[config.mk]
export PLATFORM = sky130hd
export DESIGN_NAME = ped_request_conditioner_flat
export DESIGN_NICKNAME = d
export VERILOG_FILES = /design/src/rtl/ped_request_conditioner_pkg.sv /design/src/rtl/ped_request_conditioner_if.sv /design/src/rtl/ped_request_conditioner_debounce.sv /design/src/rtl/ped_request_conditioner.sv /design/src/flat_wrapper.sv
export SDC_FILE = /design/constraint.sdc
export NUM_CORES = 1
export LEC_CHECK = 0
export ABC_AREA = 0
export ABC_CLOCK_PERIOD_IN_PS = 2200
export CORE_MARGIN = 2
export CORE_UTILIZATION = 42
export CTS_CLUSTER_DIAMETER = 100
export DETAILED_ROUTE_END_ITERATION = 10
export GPL_TIMING_DRIVEN = 0
export PLACE_DENSITY = 0.71
export REMOVE_ABC_BUFFERS = 1
export SETUP_SLACK_MARGIN = 0.02
export SLEW_MARGIN = 20
export SYNTH_ARGS = -nofsm -noshare
export SYNTH_HDL_FRONTEND = slang
export SYNTH_SLANG_ARGS = --single-unit
[constraint.sdc]
create_clock -name clk -period 2.2 [get_ports clk]
set_input_delay 0.22 -clock clk [delete_from_list [all_inputs] [get_ports clk]]
set_output_delay 0.22 -clock clk [all_outputs]
set_load 0.01 [all_outputs]
[src/rtl/ped_request_conditioner_pkg.sv]
// Shared types and constants for the pedestrian request conditioner.
// Provides the grant FSM encoding and a saturating adder for the served-request count.
package ped_pkg;

    localparam int NUM_CH_DEFAULT = 4;
    localparam int REQ_COUNT_W    = 8;

    typedef enum logic [0:0] {
        IDLE    = 1'b0,
        SERVING = 1'b1
    } ped_grant_state_t;

    function automatic logic [REQ_COUNT_W-1:0] sat_add(
        input logic [REQ_COUNT_W-1:0] a,
        input logic [REQ_COUNT_W-1:0] b
    );
        logic [REQ_COUNT_W:0] sum;
        sum = {1'b0, a} + {1'b0, b};
        return sum[REQ_COUNT_W] ? '1 : sum[REQ_COUNT_W-1:0];
    endfunction

endpackage

[src/rtl/ped_request_conditioner_if.sv]
// Button/grant inputs and request outputs of the conditioner, grouped as one bundle.
// The urgent flag exists only when PED_URGENT_EN is defined.
interface ped_request_conditioner_if
    import ped_pkg::*;
#(
    parameter int NUM_CH = NUM_CH_DEFAULT
) ();

    logic [NUM_CH-1:0]      btn;
    logic                   pedestrian_grant;
    logic [NUM_CH-1:0]      pedestrian;
    logic [REQ_COUNT_W-1:0] req_count;
`ifdef PED_URGENT_EN
    logic                   urgent;

    modport master (
        input  btn,
        input  pedestrian_grant,
        output pedestrian,
        output req_count,
        output urgent
    );

    modport slave (
        output btn,
        output pedestrian_grant,
        input  pedestrian,
        input  req_count,
        input  urgent
    );
`else
    modport master (
        input  btn,
        input  pedestrian_grant,
        output pedestrian,
        output req_count
    );

    modport slave (
        output btn,
        output pedestrian_grant,
        input  pedestrian,
        input  req_count
    );
`endif

endinterface

[src/rtl/ped_request_conditioner_debounce.sv]
// One crosswalk channel: two-flop synchroniser, debounce filter and rising-edge press pulse.
module ped_debounce #(
    parameter int DEBOUNCE_CYCLES = 16
) (
    input  logic clk,
    input  logic rst,
    input  logic i_raw,
    output logic o_level,
    output logic o_press
);

    localparam int                CNT_W    = $clog2(DEBOUNCE_CYCLES + 1);
    localparam logic [CNT_W-1:0]  CNT_LAST = CNT_W'(DEBOUNCE_CYCLES - 1);

    logic             r_sync1;
    logic             r_sync2;
    logic             r_level;
    logic             r_press;
    logic [CNT_W-1:0] r_cnt;
    logic             w_differs;
    logic             w_flip;

    assign w_differs = r_sync2 ^ r_level;
    // The sample that would bring the count to DEBOUNCE_CYCLES flips the level instead.
    assign w_flip    = w_differs && (r_cnt == CNT_LAST);

    always_ff @(posedge clk) begin
        if (!rst) begin
            r_sync1 <= 1'b0;
            r_sync2 <= 1'b0;
            r_level <= 1'b0;
            r_press <= 1'b0;
            r_cnt   <= '0;
        end else begin
            r_sync1 <= i_raw;
            r_sync2 <= r_sync1;
            r_press <= w_flip & ~r_level;
            if (w_flip) begin
                r_level <= ~r_level;
                r_cnt   <= '0;
            end else if (w_differs) begin
                r_cnt <= r_cnt + CNT_W'(1);
            end else begin
                r_cnt <= '0;
            end
        end
    end

    assign o_level = r_level;
    assign o_press = r_press;

endmodule

[src/rtl/ped_request_conditioner.sv]
// Sticky pedestrian request vector with grant handshake and saturating served count.
// Define PED_URGENT_EN to add the over-wait counter and the urgent output.
module ped_request_conditioner
    import ped_pkg::*;
#(
    parameter int NUM_CH          = NUM_CH_DEFAULT,
    parameter int DEBOUNCE_CYCLES = 16,
    parameter int MAX_WAIT        = 1000
) (
    input  logic                      clk,
    input  logic                      rst,
    ped_request_conditioner_if.master bus
);

    if (DEBOUNCE_CYCLES < 1 || MAX_WAIT < 1) begin : g_bad_cfg
        $error("ped_request_conditioner: DEBOUNCE_CYCLES and MAX_WAIT must be at least 1");
    end

    logic [NUM_CH-1:0]      w_press;
    logic [NUM_CH-1:0]      w_level;
    logic [NUM_CH-1:0]      w_new_req;
    logic [REQ_COUNT_W-1:0] w_served;
    logic                   w_grant_edge;

    logic [NUM_CH-1:0]      r_pending;
    logic [REQ_COUNT_W-1:0] r_req_count;
    logic                   r_grant_d;
    ped_grant_state_t       r_state;

    for (genvar gi = 0; gi < NUM_CH; gi++) begin : g_ch
        ped_debounce #(
            .DEBOUNCE_CYCLES(DEBOUNCE_CYCLES)
        ) u_debounce (
            .clk    (clk),
            .rst    (rst),
            .i_raw  (bus.btn[gi]),
            .o_level(w_level[gi]),
            .o_press(w_press[gi])
        );
    end

    assign w_new_req    = w_press & w_level;
    assign w_grant_edge = bus.pedestrian_grant & ~r_grant_d & (r_state == IDLE);

    always_comb begin
        w_served = '0;
        for (int i = 0; i < NUM_CH; i++) begin
            w_served = w_served + REQ_COUNT_W'(r_pending[i]);
        end
    end

    always_ff @(posedge clk) begin
        if (!rst) begin
            r_state     <= IDLE;
            r_grant_d   <= 1'b0;
            r_pending   <= '0;
            r_req_count <= '0;
        end else begin
            r_grant_d <= bus.pedestrian_grant;
            case (r_state)
                IDLE:    if (w_grant_edge) r_state <= SERVING;
                SERVING: if (!bus.pedestrian_grant) r_state <= IDLE;
                default: r_state <= IDLE;
            endcase
            // On the grant edge every pending bit is served; a press landing now re-arms its bit.
            if (w_grant_edge) begin
                r_pending   <= w_new_req;
                r_req_count <= sat_add(r_req_count, w_served);
            end else begin
                r_pending   <= r_pending | w_new_req;
            end
        end
    end

    assign bus.pedestrian = r_pending;
    assign bus.req_count  = r_req_count;

`ifdef PED_URGENT_EN
    localparam int               WAIT_W   = $clog2(MAX_WAIT + 1);
    localparam logic [WAIT_W-1:0] WAIT_MAX = WAIT_W'(MAX_WAIT);

    logic [WAIT_W-1:0] r_wait;
    logic [WAIT_W-1:0] w_wait_next;
    logic              r_urgent;

    always_comb begin
        w_wait_next = r_wait;
        if (w_grant_edge || (r_pending == '0)) begin
            w_wait_next = '0;
        end else if ((r_state == IDLE) && (r_wait != WAIT_MAX)) begin
            w_wait_next = r_wait + WAIT_W'(1);
        end
    end

    always_ff @(posedge clk) begin
        if (!rst) begin
            r_wait   <= '0;
            r_urgent <= 1'b0;
        end else begin
            r_wait   <= w_wait_next;
            r_urgent <= (w_wait_next == WAIT_MAX);
        end
    end

    assign bus.urgent = r_urgent;
`endif

endmodule

[src/flat_wrapper.sv]
// flat-port wrapper written by rule: the top's interface ports become plain ports
module ped_request_conditioner_flat import ped_pkg::*;
#(
    parameter int NUM_CH          = NUM_CH_DEFAULT,
    parameter int DEBOUNCE_CYCLES = 16,
    parameter int MAX_WAIT        = 1000
)
  (clk, rst, bus_btn, bus_pedestrian_grant, bus_pedestrian, bus_req_count);
  ped_request_conditioner_if #(.NUM_CH(NUM_CH)) bus_i ();
  input  logic clk;
  input  logic rst;
  input wire logic [$bits(bus_i.btn)-1:0] bus_btn;
  input wire logic [$bits(bus_i.pedestrian_grant)-1:0] bus_pedestrian_grant;
  output wire logic [$bits(bus_i.pedestrian)-1:0] bus_pedestrian;
  output wire logic [$bits(bus_i.req_count)-1:0] bus_req_count;
  assign bus_i.btn = bus_btn;
  assign bus_i.pedestrian_grant = bus_pedestrian_grant;
  assign bus_pedestrian = bus_i.pedestrian;
  assign bus_req_count = bus_i.req_count;
  ped_request_conditioner #(.NUM_CH(NUM_CH), .DEBOUNCE_CYCLES(DEBOUNCE_CYCLES), .MAX_WAIT(MAX_WAIT)) u_core (.clk(clk), .rst(rst), .bus(bus_i));
endmodule
### Word-level counts from Yosys, hierarchy flattened

Cells that the tools add are included.

* register bits after elaboration: 50
* logic and storage cells: 72

* add/sub/neg operators: 8
* equality and inequality tests: 4
* muxes and demuxes: 5
* bitwise gates (word level): 23
* reduce and logical (&&, ||, !) cells: 8

Operators by type and width (count)
* $add A5 B1 Y5 const B: 4
* $eq A5 B4 Y1 const B: 4
* $add A8 B1 Y8: 2
* $reduce_or A3 Y1: 4
* $not A1 Y1: 11
* $add A8 B8 Y9: 1
* $mux W8: 1
* $and A1 B1 Y1: 6
* $and A4 B4 Y4: 1
* $logic_and A1 B1 Y1: 4
* $mux W4: 1
* $or A4 B4 Y4: 1
* $xor A1 B1 Y1: 4
* $add A1 B1 Y2: 1
* $mux W1: 2
* $pmux W1 S2: 1

### Longest topological paths before layout

* depth in word-level cells: 5
* mapped depth: 11

### Modules after synthesis

Synthesis repeated with hierarchy kept, for this count alone.

* cell total of the unflattened synthesis: 184
* area total of the unflattened synthesis: 1944.4 um2

By module, submodules not included
* ped_debounce: times used 4, cells each 29, area an instance 320.3 um2
* ped_request_conditioner: times used 1, cells each 68, area an instance 663.1 um2

### Worst setup path after synthesis

OpenSTA, ideal clock, no wires.

* kind: register to register
* start point: register u_core.r_pending[0], in the netlist u_core.bus.pedestrian[0]
* end point: register u_core.r_req_count[6], in the netlist u_core.bus.req_count[6]
* library setup time: 0.131 ns
* data arrival time: 2.290 ns
* path slack: -0.221 ns
* stages on the path, launching flop included: 12
* buffers on the path: 0
* clock period less this slack: 2.421 ns
* cell sequence: dfxtp_1 ha_1 inv_1 fa_1 inv_1 ha_1 inv_1 fa_1 nor2b_1 o21a_1 nor4b_1 nor3_1

* cells in the longest elaborated chain, start to end: 5

RTL lines
* start: declaration: line ped_request_conditioner.sv:25 `logic [NUM_CH-1:0] r_pending;`
* start signal: assignment: line ped_request_conditioner.sv:67 `r_pending <= w_new_req;`
* start signal: assignment: line ped_request_conditioner.sv:70 `r_pending <= r_pending | w_new_req;`
* $add A1 B1 Y2: line ped_request_conditioner.sv:48 `w_served = w_served + REQ_COUNT_W'(r_pending[i]);`
* $add A8 B1 Y8 (2 in series): line ped_request_conditioner.sv:48
* $add A8 B8 Y9: line ped_request_conditioner_pkg.sv:18 `sum = {1'b0, a} + {1'b0, b};`
* $mux W8: line ped_request_conditioner_pkg.sv:19 `return sum[REQ_COUNT_W] ? '1 : sum[REQ_COUNT_W-1:0];`
* end signal: assignment: line ped_request_conditioner.sv:68 `r_req_count <= sat_add(r_req_count, w_served);`
* end: declaration: line ped_request_conditioner.sv:26 `logic [REQ_COUNT_W-1:0] r_req_count;`

Every way passes these cells.
A chain may end at the register's enable or synchronous reset.

### Worst setup path after layout

Ends and elaborated chain as after synthesis.

==> results.ini <==
[global_routing]
overflow=0
grt_use_total_pct=13.1
antenna_found_initial=0
grt_max_degree=23
grt_pass1_vias=1248
grt_pass1_wl_um=5320

[placed_design]
gp_congestion=0.707
dpl_cell_area_um2=2210
dp_cells=270
port_buffers=18
pre_cts_ws_ns=-0.401
place_hpwl_um=2150

[detailed_routing]
drc=0
routed_via_density=4.89
wirelength_um=3170
ant_nets=0
wire_per_inst_um=11.2
vias=1385
dr.pass1.iters=4
drtIter0Drc=69

[floorplanning]
fp-row-count=24
core_area_um2=4440
initial_core_util_pct=44.6
ios=19
fp.dieW_um=72.7
die-height_um=72.7
dieArea_um2=5290

[layout]
layout-drive-gt1-share_pct=15.2
n_fill_cell=389
nets=252
final_area_um2=2460
syn_to_final_growth_pct=23.8
fin_cells=283
post-route-util_pct=55.3
n_antenna_cell=0

[power_and_ir_drop]
power_density_nw_per_um2=654
leakage_nw=0.902
peakVddDrop_mv=0.462
finalPower_mw=1.61

[sta]
slew_headroom_pct=58.3
layout_min_cycle_time_ns=2.36
worstMarginPinSlew_ns=0.625
final_max_slew_viol_count=0
fin_crit_sh_pct=107
setup_viol=8
hold_violations=0
rsz0062_at_grt=true
layout_setup_ws_ns=-0.156
fin_worst_skew_ns=0.0108
fmax_mhz=425

[cts]
root_buffer=clkbuf_8
cts_tree=yes
clock_latency_ns=0.30
clk_path_buf_depth=2
htreeDepth=2
cts_hold_buf=0
path_clk_slew_ns=0.09
numCtsBuffers=5
cts.sink_count=50

[logic_synthesis]
synthXorXnorAreaFrac_pct=6.18
synthTopCellsByCount=dfxtp_1, nor2_1, inv_1
syn-mean-instance-area_um2=9.72
synth.area.mux_share_pct=0.505
netlist_area_um2=1980
yosys.area_share.simple_pct=20.4
synth_cells=204
ys.flop_type=dfxtp_1
synthTopCellsByArea=dfxtp_1, ha_1, nor2_1
synth-seq-cells=50
yosysWarnings=0
synth_seq_area_share_pct=50.5
synth_compound_area_share_pct=7.44
synth_top_family_by_area=simple AND/OR/NAND/NOR gates
synth_most_common_cell=dfxtp_1
synth_top_area_cell=dfxtp_1
ys_types=35
async_reset_ff_share_pct=0
synth_fa_ha_area_share_pct=10.2
synth_top_area_share_pct=50.5
synth-edff-count=0

[setup_path]
slowest_delay_ns=0.42
critPathRequiredTime_ns=2.36
endpoint_kind=flip-flop
crit_chain=ha_4 -> inv_2 -> fa_2 -> inv_2 -> ha_4 -> inv_2 -> fa_2 -> nor2b_4 -> o21a_4 -> nor4b_4 -> nor3_1
critPathBufInv=3
r2r_start=u_core.bus.pedestrian[0]
crit_path_top_delay_cell=fa_2
path_max_fanout=6
cp.arrival_ns=2.52
crit_type=flip-flop to flip-flop
critPathTopFamily=adder cells
startpoint_type=flip-flop
setup.worst_path.start=u_core.bus.pedestrian[0]
crit_top_cell=inv_2

[min_path]
hold_class=flip-flop to flip-flop
hold_start=u_core.g_ch[3].u_debounce.r_sync1

[run_status]
status=finished, violations left
violations=negative setup slack

[flow_run]
maxCapViolations=0

[layer usage]
layer,global-route usage [%],wire length (um),vias to the layer above
met3,3.87,117,6
met1,16.4,1560,637
met5,0,0,-
met2,20.1,1430,18
met4,7.41,65,0
li1,-,-,724
[where the power goes]
group	switching, mW	internal, mW	total, mW	leakage (nW)
clock network	0.282	0.335	0.617	0.0579
registers	0.00920	0.918	0.927	0.407
logic	0.0312	0.0307	0.0619	0.437
[registers in the layout, summed over array words and instances (netlist names)]
signal and flops:
u_core.g_ch.u_debounce.o_level 4, u_core.r_grant_d 1, u_core.g_ch.u_debounce.r_sync2 4, u_core.bus.req_count 8
u_core.g_ch.u_debounce.o_press 4, u_core.r_state 1, u_core.bus.pedestrian 4, u_core.g_ch.u_debounce.r_sync1 4
u_core.g_ch.u_debounce.r_cnt 20
[final cells by class]
class                   instances  area (um2)  area share (%)
clock buffers                   5        68.8            2.80
clock inverters                 3        40.0            1.63
inverters                      19        71.3            2.90
multi-input cells             131         990            40.3
flip-flops and latches         50        1000            40.9
well taps                      52        65.1            2.65
repair buffers                 23         218            8.86
[logic make-up (layout without fill, tap and decap cells)]
logic type      after synthesis  after routing
mux                           1              1
xor+xnor                     14             14
flops                        50             50
simple gates                 79             79
fa+ha+maj                    15             15
buf+inv                      23             50
compound gates               22             22
[per-stage QoR]
| step | TNS [ns] | hold slack, ns |
|---|---|---|
| 2_1_floorplan | -1.06 | 0.342 |
| 3_3_place_gp | -2.12 | 0.415 |
| 3_5_place_dp | -2.20 | 0.418 |
| 4_1_cts | -0.442 | 0.441 |
| 5_1_grt | -1.19 | 0.453 |
| 6_report | -0.628 | 0.436 |
[worst paths after layout]
kind / cells past startpoint / to / slack (ns)
max reg2reg: 11 / u_core.bus.req_count[6] / -0.16
max: 11 / u_core.bus.req_count[6] / -0.16
min: 1 / u_core.g_ch[3].u_debounce.r_sync2 / 0.44
min reg2reg: 1 / u_core.g_ch[3].u_debounce.r_sync2 / 0.44
[cells in the final DEF, fill, tap and decap left out, types with 4 or more instances in the layout]
cell / n
a21oi_1: 7
a22oi_1: 4
and2_1: 9
and3_1: 4
buf_4: 5
clkbuf_8: 5
clkdlybuf4s50_1: 18
dfxtp_1: 48
ha_1: 9
ha_4: 4
inv_1: 15
inv_2: 4
nand2_1: 9
nand3_1: 6
nor2_1: 28
nor3_1: 6
or3_1: 4
xnor2_1: 10
xor2_1: 4
[what timing repair did]
action | CTS | global route
setup buffers | 6 | 1
endpoints found under the setup margin | 8 | 8
pin swaps | 9 | 4
gates resized for setup | 22 | 1
gates cloned | 0 | 0
Power figures use the tool's default switching activity.
==> RTL change: new RTL, same flow settings <==
`NUM_CH_DEFAULT`: 4 -> 8.
--- a/src/rtl/ped_request_conditioner_pkg.sv
+++ b/src/rtl/ped_request_conditioner_pkg.sv
@@ -2,7 +2,7 @@
 // Provides the grant FSM encoding and a saturating adder for the served-request count.
 package ped_pkg;
 
-    localparam int NUM_CH_DEFAULT = 4;
+    localparam int NUM_CH_DEFAULT = 8;
     localparam int REQ_COUNT_W    = 8;
 
     typedef enum logic [0:0] {
Ports: changed (resized bus_btn and bus_pedestrian); port bits go from 19 to 27. The function was not compared with the original's and may differ.
==> RTL change against the original RTL <==
- die area increased by 72%
- sequential cell count increased by 40
- routed wire length increased by 86%
- non-clock buffer count increased by 12
- worst setup slack got worse by 1.3 ns
- critical path type unchanged
- power increased by 89%
- synthesized area increased by 77%
- global-route usage increased by 0.85 points
- via count increased by 70%
- cell area increased by 74%
- maximum frequency decreased by 36%
- the flow still finishes with violations (setup timing)
- critical path depth unchanged
==> RTL change: results (changes against the original RTL) <==
<table>
<tr><th>Metric</th><th>Value</th></tr>
<tr><th colspan="2">Power</th></tr>
<tr><td>Net switching power figure</td><td>0.6538 mW (was 0.3228 mW)</td></tr>
<tr><td>Combinational power</td><td>0.128 mW (was 0.0619 mW)</td></tr>
<tr><td>Leakage</td><td>1.592 nW (was 0.9016 nW)</td></tr>
<tr><th colspan="2">Placed design</th></tr>
<tr><td>Placed cell area</td><td>0.003855 mm^2 (was 0.002206 mm^2)</td></tr>
<tr><td>Weighted congestion reported at the end of routability-driven placement</td><td>0.7765 (was 0.7066)</td></tr>
<tr><td>Final HPWL DP</td><td>3924 um (was 2153 um)</td></tr>
<tr><th colspan="2">Global route</th></tr>
<tr><td>Met2 track demand over resource</td><td>23.42% (was 20.10%)</td></tr>
<tr><td>Largest net degree at the start of global routing</td><td>36 (was 23)</td></tr>
<tr><td>Met3 GRT Util</td><td>4.427% (was 3.867%)</td></tr>
<tr><td>Met1 layer usage reported by global route</td><td>16.16% (was 16.38%)</td></tr>
<tr><td>First-pass GRT wire length</td><td>9625 um (was 5319 um)</td></tr>
<tr><td>Number of global-route vias before repair</td><td>2227 (was 1248)</td></tr>
<tr><th colspan="2">Yosys</th></tr>
<tr><td>Leading post-synthesis cells by instance count</td><td>sky130_fd_sc_hd__dfxtp_1, sky130_fd_sc_hd__nor2_1, sky130_fd_sc_hd__inv_1 (unchanged)</td></tr>
<tr><td>Xor-xnor portion of the synthesized cell area</td><td>6.755% (was 6.183%)</td></tr>
<tr><td>Synth Area in Compound Gates</td><td>6.505% (was 7.445%)</td></tr>
<tr><td>Multiplexer area fraction after synthesis</td><td>0.5718% (was 0.5047%)</td></tr>
<tr><td>Count of unique library cells instantiated by Yosys</td><td>36 (was 35)</td></tr>
<tr><th colspan="2">Finish</th></tr>
<tr><td>Post-layout net count</td><td>432 (was 252)</td></tr>
<tr><th colspan="2">Outcome</th></tr>
<tr><td>Violated checks</td><td>setup timing (unchanged)</td></tr>
<tr><td>Status</td><td>finished with violations (unchanged)</td></tr>
<tr><th colspan="2">Timing</th></tr>
<tr><td>Final-layout setup total negative slack</td><td>-11.58 ns (was -0.6276 ns)</td></tr>
<tr><td>Min setup slack post-route</td><td>-1.505 ns (was -0.1556 ns)</td></tr>
<tr><td>Number of setup violations in the final report</td><td>8 (unchanged)</td></tr>
<tr><td>Worst hold margin</td><td>0.4380 ns (was 0.4363 ns)</td></tr>
<tr><th colspan="2">Routing</th></tr>
<tr><td>Met3 layer wire length in the routed design</td><td>213 um (was 117 um)</td></tr>
<tr><th colspan="2">Clock tree</th></tr>
<tr><td>Number of H-tree levels</td><td>3 (was 2)</td></tr>
<tr><td>Setup bufs post-CTS</td><td>7 (was 6)</td></tr>
<tr><th colspan="2">Critical path</th></tr>
<tr><td>Arrival time worst endpoint</td><td>3.96 ns (was 2.52 ns)</td></tr>
<tr><th colspan="2">Hold path</th></tr>
<tr><td>Worst hold start</td><td>u_core.g_ch[4].u_debounce.r_sync1 (was u_core.g_ch[3].u_debounce.r_sync1)</td></tr>
</table>
-- RTL change: changes by cell type after synthesis, moves of 4 or more --
cell	unedited run	this run
sky130_fd_sc_hd__dfxtp_1	50	90
sky130_fd_sc_hd__nor2_1	28	53
sky130_fd_sc_hd__inv_1	19	33
sky130_fd_sc_hd__ha_1	13	23
sky130_fd_sc_hd__and2_1	9	17
sky130_fd_sc_hd__xnor2_1	10	18
sky130_fd_sc_hd__a21oi_1	8	13
sky130_fd_sc_hd__nand2b_1	3	8
sky130_fd_sc_hd__xor2_1	4	9
sky130_fd_sc_hd__a22oi_1	4	8
sky130_fd_sc_hd__and3_1	4	8
-- RTL change: layout make-up --
type                       instances  share of cell area, %
tap                              105                  3.081
multi-input combinational        223                  38.53
inverter                          34                  2.993
clock inverter                     5                  1.995
timing repair buffer              35                  7.746
sequential                        90                  42.43
clock buffer                      10                  3.228
